`src/rtl/uart_pkg.sv`:
```
// Shared types and sample-point helpers for the UART receiver/transmitter blocks.
package uart_pkg;

  typedef enum logic [2:0] {
    IDLE,
    START,
    DATA,
    PARITY,
    STOP
  } rx_state_t;

  typedef enum logic [1:0] {
    PAR_NONE = 2'd0,
    PAR_EVEN = 2'd1,
    PAR_ODD  = 2'd2
  } parity_mode_t;

  // Tick index of the bit centre (single-sample decision point).
  function automatic int samp_idx(input int ovs);
    return ovs / 2 - 1;
  endfunction

  // First vote of the 3-sample majority window.
  function automatic int maj_lo_idx(input int ovs);
    return ovs / 2 - 2;
  endfunction

  // Last vote of the majority window; the majority decision is taken here.
  function automatic int maj_hi_idx(input int ovs);
    return ovs / 2;
  endfunction

endpackage

```
`src/rtl/uart_baud_tick.sv`:
```
// Oversample tick generator: one-cycle tick every baud_div clocks (0 acts as 1).
// The clear input restarts the count so the first tick lands baud_div cycles later.
module uart_baud_tick
  import uart_pkg::*;
#(
  parameter int DIV_W = 16
) (
  input  logic             clk,
  input  logic             reset,
  input  logic             clear,
  input  logic [DIV_W-1:0] baud_div,
  output logic             tick
);

  logic [DIV_W-1:0] cnt;
  logic [DIV_W-1:0] term;

  assign term = (baud_div == '0) ? '0 : baud_div - DIV_W'(1);
  // A count beyond a freshly lowered terminal value also wraps instead of running away.
  assign tick = !clear && (cnt >= term);

  // Divider counter, restarted on clear and on every tick.
  always_ff @(posedge clk) begin
    if (reset || clear) begin
      cnt <= '0;
    end else if (cnt >= term) begin
      cnt <= '0;
    end else begin
      cnt <= cnt + DIV_W'(1);
    end
  end

endmodule

```
`src/rtl/uart_rx_param.sv`:
```
// Parametrised oversampling UART receiver with valid/ready output register.
// Build option UART_RX_MAJORITY_EN: each bit is the 2-of-3 majority of the
// samples around the bit centre instead of a single centre sample.
module uart_rx_param
  import uart_pkg::*;
#(
  parameter int DATA_W = 8,
  parameter int OVS    = 16,
  parameter int DIV_W  = 16
) (
  input  logic              clk,
  input  logic              reset,
  input  logic              rx_en,
  input  logic              rx,
  input  logic [DIV_W-1:0]  baud_div,
  input  logic [1:0]        parity_mode,
  input  logic              stop2,
  output logic [DATA_W-1:0] data_out,
  output logic              out_valid,
  input  logic              out_ready,
  output logic              parity_err,
  output logic              frame_err,
  output logic              overrun,
  output logic              busy
);

  localparam int SW = $clog2(OVS);
  localparam int BW = $clog2(DATA_W + 1);
  localparam logic [SW-1:0] LAST_TICK = SW'(OVS - 1);
`ifdef UART_RX_MAJORITY_EN
  localparam logic [SW-1:0] M0_TICK  = SW'(maj_lo_idx(OVS));
  localparam logic [SW-1:0] M1_TICK  = SW'(samp_idx(OVS));
  localparam logic [SW-1:0] DEC_TICK = SW'(maj_hi_idx(OVS));
`else
  localparam logic [SW-1:0] DEC_TICK = SW'(samp_idx(OVS));
`endif

  rx_state_t         state, state_nx;
  logic              rx_m, rx_s, rx_prev;
  logic              tick, clear;
  logic [SW-1:0]     scnt;
  logic              samp_stb, samp_val, bit_end;
  logic              start_det, done, last_stop, par_en, hs;
  logic [DATA_W-1:0] shreg;
  logic [BW-1:0]     bit_cnt;
  logic              par_acc, ferr, stop_cnt;
  logic              par_err_new, frm_err_new;

  // Two-flop synchroniser plus one delayed copy for falling-edge detection.
  always_ff @(posedge clk) begin
    if (reset) begin
      rx_m    <= 1'b1;
      rx_s    <= 1'b1;
      rx_prev <= 1'b1;
    end else begin
      rx_m    <= rx;
      rx_s    <= rx_m;
      rx_prev <= rx_s;
    end
  end

  // Divider is held cleared while idle, so counting starts on the start edge.
  assign clear = (state == IDLE);

  uart_baud_tick #(.DIV_W(DIV_W)) u_tick (
    .clk      (clk),
    .reset    (reset),
    .clear    (clear),
    .baud_div (baud_div),
    .tick     (tick)
  );

  // Oversample position within the current bit.
  always_ff @(posedge clk) begin
    if (reset || state == IDLE) begin
      scnt <= '0;
    end else if (tick) begin
      scnt <= (scnt == LAST_TICK) ? '0 : scnt + SW'(1);
    end
  end

`ifdef UART_RX_MAJORITY_EN
  logic m0, m1;

  // Capture the two earlier votes; the third is rx_s at the decision tick.
  always_ff @(posedge clk) begin
    if (tick && scnt == M0_TICK) m0 <= rx_s;
    if (tick && scnt == M1_TICK) m1 <= rx_s;
  end

  assign samp_val = (m0 & m1) | (m0 & rx_s) | (m1 & rx_s);
`else
  assign samp_val = rx_s;
`endif

  assign samp_stb    = tick && (scnt == DEC_TICK);
  assign bit_end     = tick && (scnt == LAST_TICK);
  assign start_det   = rx_en && rx_prev && !rx_s;
  assign par_en      = (parity_mode == PAR_EVEN) || (parity_mode == PAR_ODD);
  assign last_stop   = (stop_cnt == stop2);
  assign hs          = out_valid && out_ready;
  assign par_err_new = (parity_mode == PAR_EVEN) ? par_acc :
                       (parity_mode == PAR_ODD)  ? ~par_acc : 1'b0;
  assign frm_err_new = ferr | ~samp_val;

  // Receiver state register.
  always_ff @(posedge clk) begin
    if (reset) state <= IDLE;
    else       state <= state_nx;
  end

  // Next-state logic; STOP exits right after its last sample to allow fast resync.
  always_comb begin
    state_nx = state;
    done     = 1'b0;
    busy     = (state != IDLE);
    case (state)
      IDLE:    if (start_det) state_nx = START;
      START: begin
        if (samp_stb && samp_val) state_nx = IDLE;
        else if (bit_end)         state_nx = DATA;
      end
      DATA:    if (bit_end && bit_cnt == BW'(DATA_W)) state_nx = par_en ? PARITY : STOP;
      PARITY:  if (bit_end) state_nx = STOP;
      STOP: begin
        if (samp_stb && last_stop) begin
          state_nx = IDLE;
          done     = 1'b1;
        end
      end
      default: state_nx = IDLE;
    endcase
  end

  // Per-frame bookkeeping: bit count, running parity, stop-bit count and framing flag.
  always_ff @(posedge clk) begin
    if (reset || state == IDLE) begin
      bit_cnt  <= '0;
      par_acc  <= 1'b0;
      stop_cnt <= 1'b0;
      ferr     <= 1'b0;
    end else if (samp_stb) begin
      case (state)
        DATA: begin
          bit_cnt <= bit_cnt + BW'(1);
          par_acc <= par_acc ^ samp_val;
        end
        PARITY: par_acc <= par_acc ^ samp_val;
        STOP: begin
          stop_cnt <= 1'b1;
          ferr     <= ferr | ~samp_val;
        end
        default: ;
      endcase
    end
  end

  // Data shifter: bits enter at the MSB so the first bit ends up as the LSB.
  always_ff @(posedge clk) begin
    if (state == DATA && samp_stb) shreg <= {samp_val, shreg[DATA_W-1:1]};
  end

  // Output register: loads when empty or being emptied, otherwise drops and flags overrun.
  always_ff @(posedge clk) begin
    if (reset) begin
      data_out   <= '0;
      out_valid  <= 1'b0;
      parity_err <= 1'b0;
      frame_err  <= 1'b0;
      overrun    <= 1'b0;
    end else begin
      if (done && (!out_valid || out_ready)) begin
        data_out   <= shreg;
        parity_err <= par_err_new;
        frame_err  <= frm_err_new;
        out_valid  <= 1'b1;
      end else if (hs) begin
        out_valid  <= 1'b0;
      end
      if (hs)                   overrun <= 1'b0;
      else if (done && out_valid) overrun <= 1'b1;
    end
  end

endmodule

```
`config.mk`:
```
export PLATFORM = sky130hd
export DESIGN_NAME = uart_rx_param
export DESIGN_NICKNAME = d
export VERILOG_FILES = /design/src/rtl/uart_pkg.sv /design/src/rtl/uart_baud_tick.sv /design/src/rtl/uart_rx_param.sv
export SDC_FILE = /design/constraint.sdc
export NUM_CORES = 1
export LEC_CHECK = 0
export CELL_PAD_IN_SITES_DETAIL_PLACEMENT = 1
export CELL_PAD_IN_SITES_GLOBAL_PLACEMENT = 1
export CORE_MARGIN = 8
export CORE_UTILIZATION = 54
export CTS_BUF_LIST = sky130_fd_sc_hd__clkbuf_4
export DETAILED_ROUTE_END_ITERATION = 16
export DONT_BUFFER_PORTS = 1
export PLACE_DENSITY = 0.94
export SYNTH_ARGS = -nofsm -noshare
export SYNTH_HDL_FRONTEND = slang
export SYNTH_SLANG_ARGS = --single-unit
```
`constraint.sdc`:
```
create_clock -name clk -period 8.8 [get_ports clk]
set_input_delay 1.32 -clock clk [delete_from_list [all_inputs] [get_ports clk]]
set_output_delay 1.32 -clock clk [all_outputs]
set_load 0.005 [all_outputs]
```
Yosys cells after proc, flatten, opt, wreduce, memory -nomap -nowiden

Index checks and enable logic that the tools add are counted.

Bits in registers: 53
Bits in latches: 0
RAM bits: 0
Memory bits (read-only): 0
Bits of input ports: 24
Output and inout bits: 13
Logic and storage cells: 85
Memories kept: 0

Add/sub/neg operators: 4
Multipliers: 0
Div/mod/pow operators: 0
Magnitude comparators: 1
Equal/unequal tests: 15
Shifts and indexed selects: 0
Multiplexer cells: 16
Bitwise operators: 4
Reductions and logical operators: 29

Operators with widths:

| cell                  | number |
|---|---|
| $mux 3                | 7 |
| $add 16x1->16 const B | 1 |
| $ge 16x16->1          | 1 |
| $logic_not 16->1      | 1 |
| $mux 16               | 1 |
| $sub 16x1->16 const B | 1 |
| $pmux 3 s5            | 1 |
| $logic_and 1x1->1     | 12 |
| $add 4x1->4 const B   | 2 |
| $eq 4x4->1 const B    | 2 |
| $ne 2x2->1 const B    | 4 |
| $eq 3x2->1 const B    | 2 |
| $mux 1                | 6 |
| $reduce_and 2->1      | 3 |
| $reduce_or 2->1       | 3 |
| $reduce_and 5->1      | 1 |
| $eq 4x3->1 const B    | 1 |
| $mux 4                | 1 |
| $eq 3x1->1 const B    | 1 |
| $eq 3x3->1 const B    | 1 |
| $logic_not 1->1       | 3 |
| $logic_not 3->1       | 1 |
| $logic_or 1x1->1      | 3 |
| $ne 3x3->1 const B    | 1 |
| 8 further kinds       | 9 |

Longest topological paths before layout

Gate-level depths: netlist of the first run.

Depth after elaboration: 10
Gate-level depth with buffers: 15
Mapped depth without buffers: 13

Cells and area by module

From an unflattened synthesis of the first run, not the netlist that was laid out.

Cell total of the unflattened synthesis: 327
Area total of the unflattened synthesis: 3004.1 um^2

Modules (own cells, without submodules):

| module         | times used | cells each | area an instance (um^2) | seq. area each (um^2) |
|---|---|---|---|---|
| uart_rx_param  | 1          | 149        | 1600.3                  | 820.8 |
| uart_baud_tick | 1          | 178        | 1403.8                  | 320.3 |

Worst setup path before layout of the first run

OpenSTA, ideal clock, no wires.

Path type: input -> register
Start: input baud_div[7]
End: register bit_cnt[1]
Setup time: 0.128 ns
Data arrival time: 4.304 ns
Data required time: 8.672 ns
Setup slack: 4.369 ns
Stages on the path: 12
Buffers on the path: 0
Path through: or4_1 > nand4b_1 > nor3_1 > xor2_1 > nand2_1 > ha_1 > nand4_1 > nor4_4 > a21oi_4 > a21oi_1 > mux2i_1 > nor2_1

Cells in the longest elaborated chain, start to end: 6
Elaborated cells on any way between the ends: 7
Classes of those cells: add/sub: 1; order compare: 1; mux: 1; reduce/logical: 4

Ends and longest elaborated chain:

| what                                              | line                 | RTL |
|---|---|---|
| start: declaration                                | uart_rx_param.sv:15  | `input logic [DIV_W-1:0] baud_div,` |
| $sub 16x1->16 or $logic_not 16->1 (tied branches) | uart_baud_tick.sv:18 | `assign term = (baud_div == '0) ? '0 : baud_div - DIV_W'(1);` |
| $mux 16 (*)                                       | uart_baud_tick.sv:18 |  |
| $ge 16x16->1 (*)                                  | uart_baud_tick.sv:20 | `assign tick = !clear && (cnt >= term);` |
| $logic_and 1x1->1 (*)                             | uart_baud_tick.sv:20 |  |
| $logic_and 1x1->1 (*)                             | uart_rx_param.sv:96  | `assign samp_stb = tick && (scnt == DEC_TICK);` |
| $reduce_and 2->1 (no source line) (*)             | n/a                  |  |
| end signal: assignment                            | uart_rx_param.sv:145 | `bit_cnt <= bit_cnt + BW'(1);` |
| end: declaration                                  | uart_rx_param.sv:45  | `logic [BW-1:0] bit_cnt;` |

Mark *: on every way between the ends. The rest lies on a longest branch, timed or not.
A chain may end at the register's enable or synchronous reset.

Worst setup path after layout of the first run

Start: input baud_div[7]
End: register data_out[5]

Cells in the longest elaborated chain, start to end: 9
Elaborated cells on any way between the ends: 10
Classes of those cells: add/sub: 1; order compare: 1; mux: 3; reduce/logical: 5

Ends and longest elaborated chain:

| what                                              | line                 | RTL |
|---|---|---|
| $sub 16x1->16 or $logic_not 16->1 (tied branches) | uart_baud_tick.sv:18 |  |
| $mux 16 (*)                                       | uart_baud_tick.sv:18 |  |
| $ge 16x16->1 (*)                                  | uart_baud_tick.sv:20 |  |
| $logic_and 1x1->1 (*)                             | uart_baud_tick.sv:20 |  |
| $logic_and 1x1->1 (*)                             | uart_rx_param.sv:96  |  |
| $logic_and 1x1->1 (*)                             | uart_rx_param.sv:126 | `if (samp_stb && last_stop) begin` |
| $mux 1 (*)                                        | uart_rx_param.sv:126 |  |
| $mux 1 (*)                                        | uart_rx_param.sv:117 | `case (state)` |
| $logic_and 1x1->1 (*)                             | uart_rx_param.sv:172 | `if (done && (!out_valid \|\| out_ready)) begin` |
| end signal: assignment                            | uart_rx_param.sv:173 | `data_out <= shreg;` |
| end: declaration                                  | uart_rx_param.sv:18  | `output logic [DATA_W-1:0] data_out,` |

Marks and branches as above.

==> impl_metrics.json, run 1 <==
{
  "maxSlewViolCount": 0,
  "ys_ff_latch": 53,
  "irDropWorstVdd_mv": 0.0578,
  "skew_ns": 0.0147,
  "dpl.hpwl_um": 5260,
  "arrival_ns": 5.15,
  "netlist_top_cells_area": "dfxtp_1 (30%), ha_1 (10%), edfxtp_1 (8.1%), nor2_1 (6.7%), xor2_1 (5.0%)",
  "via_per_inst": 5.76,
  "numCtsBuffers": 5,
  "ctsLongestPathBuffers": 2,
  "dp_cells": 400,
  "rows": 27,
  "clock_tree.root_cell": "clkbuf_4",
  "maxCapViolations": 0,
  "synth_cell_types": 51,
  "core_area_sq_um": 5410,
  "path_clk_slew_ns": 0.17,
  "grt_pass1_wl_um": 11500,
  "async_flop_share_pct": 0,
  "avgSynthCellArea_sq_um": 8.78,
  "area_growth_pct": 3.53,
  "synthFlopType": "dfxtp_1",
  "ctsHoldBuffers": 0,
  "portBuffers": 0,
  "drive_gt1_share_pct": 6.25,
  "die_y_um": 90.3,
  "synth_top_area_share_pct": 30.3,
  "cts_setup_buffers": 0,
  "synth_nets": 387,
  "power_density_nw_per_um2": 126,
  "ant_nets": 0,
  "run_status": "completed",
  "antenna_found_initial": 0,
  "power_uw": 387,
  "yosysWarnings": 0,
  "first_iter_violations": 93,
  "setup_viol": 0,
  "required_ns": 9.10,
  "start_util_pct": 55.1,
  "cp-start-kind": "input pin",
  "grt_max_degree": 22,
  "period_needed_ns": 4.85,
  "layout_common_cells": "nor2_1 (53), dfxtp_1 (45), nand2_1 (36)",
  "synth_edf_count": 8,
  "wirelength_um": 6720,
  "crit_type": "in2reg",
  "endpoint_kind": "flip-flop",
  "fin_tns_setup_ns": 0,
  "grt_overflow_total": 0,
  "ios": 37,
  "crit_fanout": 12,
  "gr-usage-all-layers_pct": 16.7,
  "dr_total_vias": 2351,
  "dr.pass1.iters": 4,
  "fin_cells": 408,
  "syn_area_sq_um": 2980,
  "routedWlPerCell_um": 16.5,
  "diodes": 0,
  "cts_tree": "yes",
  "worst_slew_pin_slew_ns": 1.14,
  "power_leakage_nw": 1.12,
  "clkSinkCount": 53,
  "yosysSeqAreaShare_pct": 38.3,
  "insertion_delay_ns": 0.39,
  "synth_top_area_cell": "dfxtp_1",
  "grt_pass1_vias": 2546,
  "fmaxAchievable_ghz": 0.206,
  "die_area_sq_um": 8150,
  "cts_resized": 0,
  "htree_levels": 2,
  "slew_headroom_pct": 24.2,
  "finalHoldViolCount": 0,
  "syn_inst": 339,
  "nets": 383,
  "min_path_type": "reg2reg",
  "min_period_over_period_pct": 55.1,
  "gp_congestion": 0.870,
  "drc": 0,
  "final_common_cell": "nor2_1",
  "dieWidth_um": 90.3,
  "grt_setup_unrepaired": "no"
}
==> routing by layer <==
layer / part of all wire, % / routed length, um / track usage (%) / up-vias
met4: 2.1 / 141 / 7.07 / 0
met1: 42 / 2820 / 17.1 / 1124
met5: 0 / 0 / 0 / -
met3: 6.1 / 407 / 5.65 / 12
met2: 50 / 3350 / 30.3 / 49
li1: - / - / - / 1166
==> synthesized netlist by cell type, types with 5 or more instances <==
library cell  number
dfxtp_1           45
xnor2_1           15
mux2i_1           10
nor2_1            53
nand4_1            6
nand3_1           18
edfxtp_1           8
xor2_1            17
nand2b_1           5
clkbuf_1           7
inv_1             14
nor3_1            10
ha_1              24
a21oi_1           16
nand2_1           36
==> cells by family after synthesis <==
group | after synthesis | share of synthesized area (%)
muxes | 11 | 3.74
xor gates and xnor gates | 32 | 9.41
AOI/OAI and AO/OA | 46 | 11.6
buffers and inverters | 25 | 3.40
and+or+nand+nor | 148 | 23.4
adders and majority gates | 24 | 10.1
DFF | 53 | 38.3
==> registers in the layout (all words and copies together), names as in the netlist <==
signal and cells:
out_valid 1, scnt 4, frame_err 1, state 3
ferr 1, u_tick.cnt 16, data_out 8, bit_cnt 4
rx_prev 1, par_acc 1, rx_m 1, stop_cnt 1
rx_s 1, parity_err 1, overrun 1, shreg 8
==> worst paths after layout <==
kind                  from     endpoint  slack, ns  cells past startpoint
max            baud_div[7]  data_out[5]       3.95                     12
min                   rx_m         rx_s       0.44                      1
max reg2reg  u_tick.cnt[7]     state[1]       5.81                      7
min reg2reg           rx_m         rx_s       0.44                      1
==> area by class of cell <==
type                       instances  area [sq um]
multi-input combinational        261          1740
inverter                          14          52.6
clock buffer                       5          37.5
tap                               72          90.1
sequential                        53          1140
clock inverter                     3          26.3
fill                             657          2320
==> through the flow <==
step / area, sq um / hold slack (ns) / setup WS [ns] / util (%)
after global placement: 3020 / 0.401 / 3.70 / 55.9
after global routing: 3080 / 0.465 / 3.73 / 57.0
after floorplan: 2980 / 0.389 / 4.37 / -
after CTS: 3080 / 0.446 / 3.92 / 57.0
after detailed placement: 3020 / 0.404 / 3.52 / 55.9
final: 3080 / 0.441 / 3.95 / 57.0
==> power breakdown <==
part           leakage [nW]  internal, mW  switching (mW)  total (mW)
combinational         0.655       0.00862          0.0112      0.0198
clock                0.0293        0.0331          0.0881       0.121
sequential            0.435         0.246        0.000353       0.246
total                  1.12         0.288          0.0997       0.387
==> worst max-delay path, stage by stage <==
cell,delay (ns)
or4_1,0.54
nand4b_1,0.27
nor3_1,0.26
xor2_1,0.19
nand2_1,0.08
ha_1,0.34
nand4_1,0.17
a31oi_1,0.21
o21bai_1,0.33
a211oi_2,1.06
mux2i_1,0.32
nor2_1,0.05
Power figures use the tool's default switching activity.
==> inputs of run 2 (changes only) <==
- CORE_UTILIZATION: 54 -> 45
- PLACE_DENSITY: 0.94 -> 0.84
- clock period: 8.8 -> 4.28 ns (I/O delays scaled with it)
==> run 2 against run 1 <==
Compared with the run above: largest power group unchanged; largest cell class unchanged; global-route usage is 1.6 points lower; final area increased by 1.4%; critical path depth is the same.
==> impl_metrics.json, run 2 (same netlist as run 1, synthesis figures left out) <==
{
  "dp_cells": 410,
  "crit_start": "baud_div[7]",
  "crit_path_cell_trace": "or4_1 -> nand4b_1 -> nor3_1 -> xor2_1 -> nand2_1 -> ha_1 -> nand4_1 -> nor4_4 -> a21oi_4 -> a21oi_2 -> o221ai_1 -> mux2_1",
  "fmaxAchievable_ghz": 0.271,
  "fin_cells": 418,
  "worst_slew_pin_slew_ns": 1.02,
  "slew_headroom_pct": 32.2,
  "gp_congestion": 0.807,
  "path_clk_slew_ns": 0.17,
  "skew_ns": 0.0176,
  "maxSlewViolCount": 0,
  "ios": 37,
  "crit_fanout": 12,
  "arrival_ns": 3.96,
  "dr.pass1.iters": 4,
  "rows": 29,
  "power_frac_seq_pct": 64.5,
  "period_needed_ns": 3.68,
  "first_iter_violations": 43,
  "cts_tree": "yes",
  "fill_cells": 762,
  "reg.largest.list": "u_tick.cnt: 16 flops, data_out: 8 flops, shreg: 8 flops",
  "ant_nets": 0,
  "die_y_um": 97.3,
  "min_path_type": "in2reg",
  "setup_viol": 0,
  "grt_max_degree": 22,
  "worstReg2RegStart": "u_tick.cnt[9]",
  "cp-start-kind": "input pin",
  "antenna_found_initial": 0,
  "via_per_inst": 5.66,
  "gr-usage-all-layers_pct": 15.1,
  "fin_tns_setup_ns": 0,
  "min_period_over_period_pct": 86.1,
  "top_register": "u_tick.cnt",
  "path_delay_family": "simple AND/OR/NAND/NOR gates",
  "grt_setup_unrepaired": "no",
  "irDropWorstVdd_mv": 0.166,
  "required_ns": 4.55,
  "crit_type": "in2reg",
  "numCtsBuffers": 5,
  "endpoint_kind": "flip-flop",
  "sequential_cell_area_sq_um": 1140,
  "drive_gt1_share_pct": 7.62,
  "ctsLongestPathBuffers": 2,
  "maxCapViolations": 0,
  "clkSinkCount": 53,
  "intPower_uw": 591,
  "power_leakage_nw": 1.14,
  "insertion_delay_ns": 0.38,
  "drc": 0,
  "slowest_delay_ns": 0.53,
  "wirelength_um": 6970,
  "final_common_cell": "nor2_1",
  "dr_total_vias": 2364,
  "swShare_pct": 24.7,
  "clock_tree.root_cell": "clkbuf_4",
  "nets": 388,
  "portBuffers": 0,
  "grt_overflow_total": 0,
  "cts_setup_buffers": 0,
  "layout_common_cells": "nor2_1 (53), dfxtp_1 (45), nand2_1 (36)",
  "grt_pass1_vias": 2480,
  "worst-path-buf-inv": 0,
  "htree_levels": 2,
  "largest_reg_flops": 16,
  "run_status": "completed",
  "start_util_pct": 46.6,
  "multi_input_area_sq_um": 1740,
  "dieWidth_um": 97.3,
  "dpl.hpwl_um": 5510,
  "core_area_sq_um": 6390,
  "die_area_sq_um": 9480,
  "diodes": 0,
  "area_growth_pct": 5.00,
  "crit_slowest_cell": "a21oi_2",
  "power_uw": 785,
  "routedWlPerCell_um": 16.7,
  "p_switching_uw": 194,
  "p_clk_share_pct": 30.4,
  "hp-start": "reset",
  "ctsHoldBuffers": 0,
  "p_comb_share_pct": 5.1,
  "cts_resized": 0,
  "power_density_nw_per_um2": 251,
  "finalHoldViolCount": 0,
  "grt_pass1_wl_um": 12000
}
run 2: cell count changes in the layout (fill, tap and decap cells not counted):
cell,delta
buf_4,+5
run 2: layout make-up:
cell class                 instances  area share (%)
sequential                        53            36.5
timing repair buffer               5            1.20
clock inverter                     3           0.840
clock buffer                       5            1.20
multi-input combinational        261            55.5
inverter                          14            1.68
tap                               77            3.08
run 2: stage by stage:
stage,setup WS (ns),instance area [sq um],hold slack [ns],utilization (%)
floorplan,0.527,2980,0.389,-
global placement,0.267,3060,0.408,48.0
detailed placement,0.118,3060,0.435,48.0
CTS,0.561,3130,0.284,49.0
global route,0.302,3130,0.263,49.0
finish,0.595,3130,0.305,49.0
run 2: power by group through the flow:
stage | Clock, mW | Sequential, mW | Combinational, mW
2_1_floorplan | 0 | 0.516 | 0.0342
3_3_place_gp | 0 | 0.517 | 0.0384
3_5_place_dp | 0 | 0.517 | 0.0410
4_1_cts | 0.249 | 0.506 | 0.0412
5_1_grt | 0.273 | 0.507 | 0.0462
6_report | 0.238 | 0.506 | 0.0402
run 2: final timing paths:
check                      to  slack, ns  depth (start not counted)
setup reg to reg     state[1]       1.65                          7
hold reg to reg          rx_s       0.47                          1
hold / removal    data_out[3]       0.30                          1
setup / recovery     state[1]       0.60                         12
run 2: layer usage:
| layer | up-vias | global-route usage, % | part of all wire [%] |
|---|---|---|---|
| li1 | 1176 | - | - |
| met1 | 1137 | 16.8 | 42 |
| met2 | 43 | 26.9 | 51 |
| met3 | 8 | 4.91 | 5.8 |
| met4 | 0 | 3.85 | 1.1 |
| met5 | - | 0 | 0 |
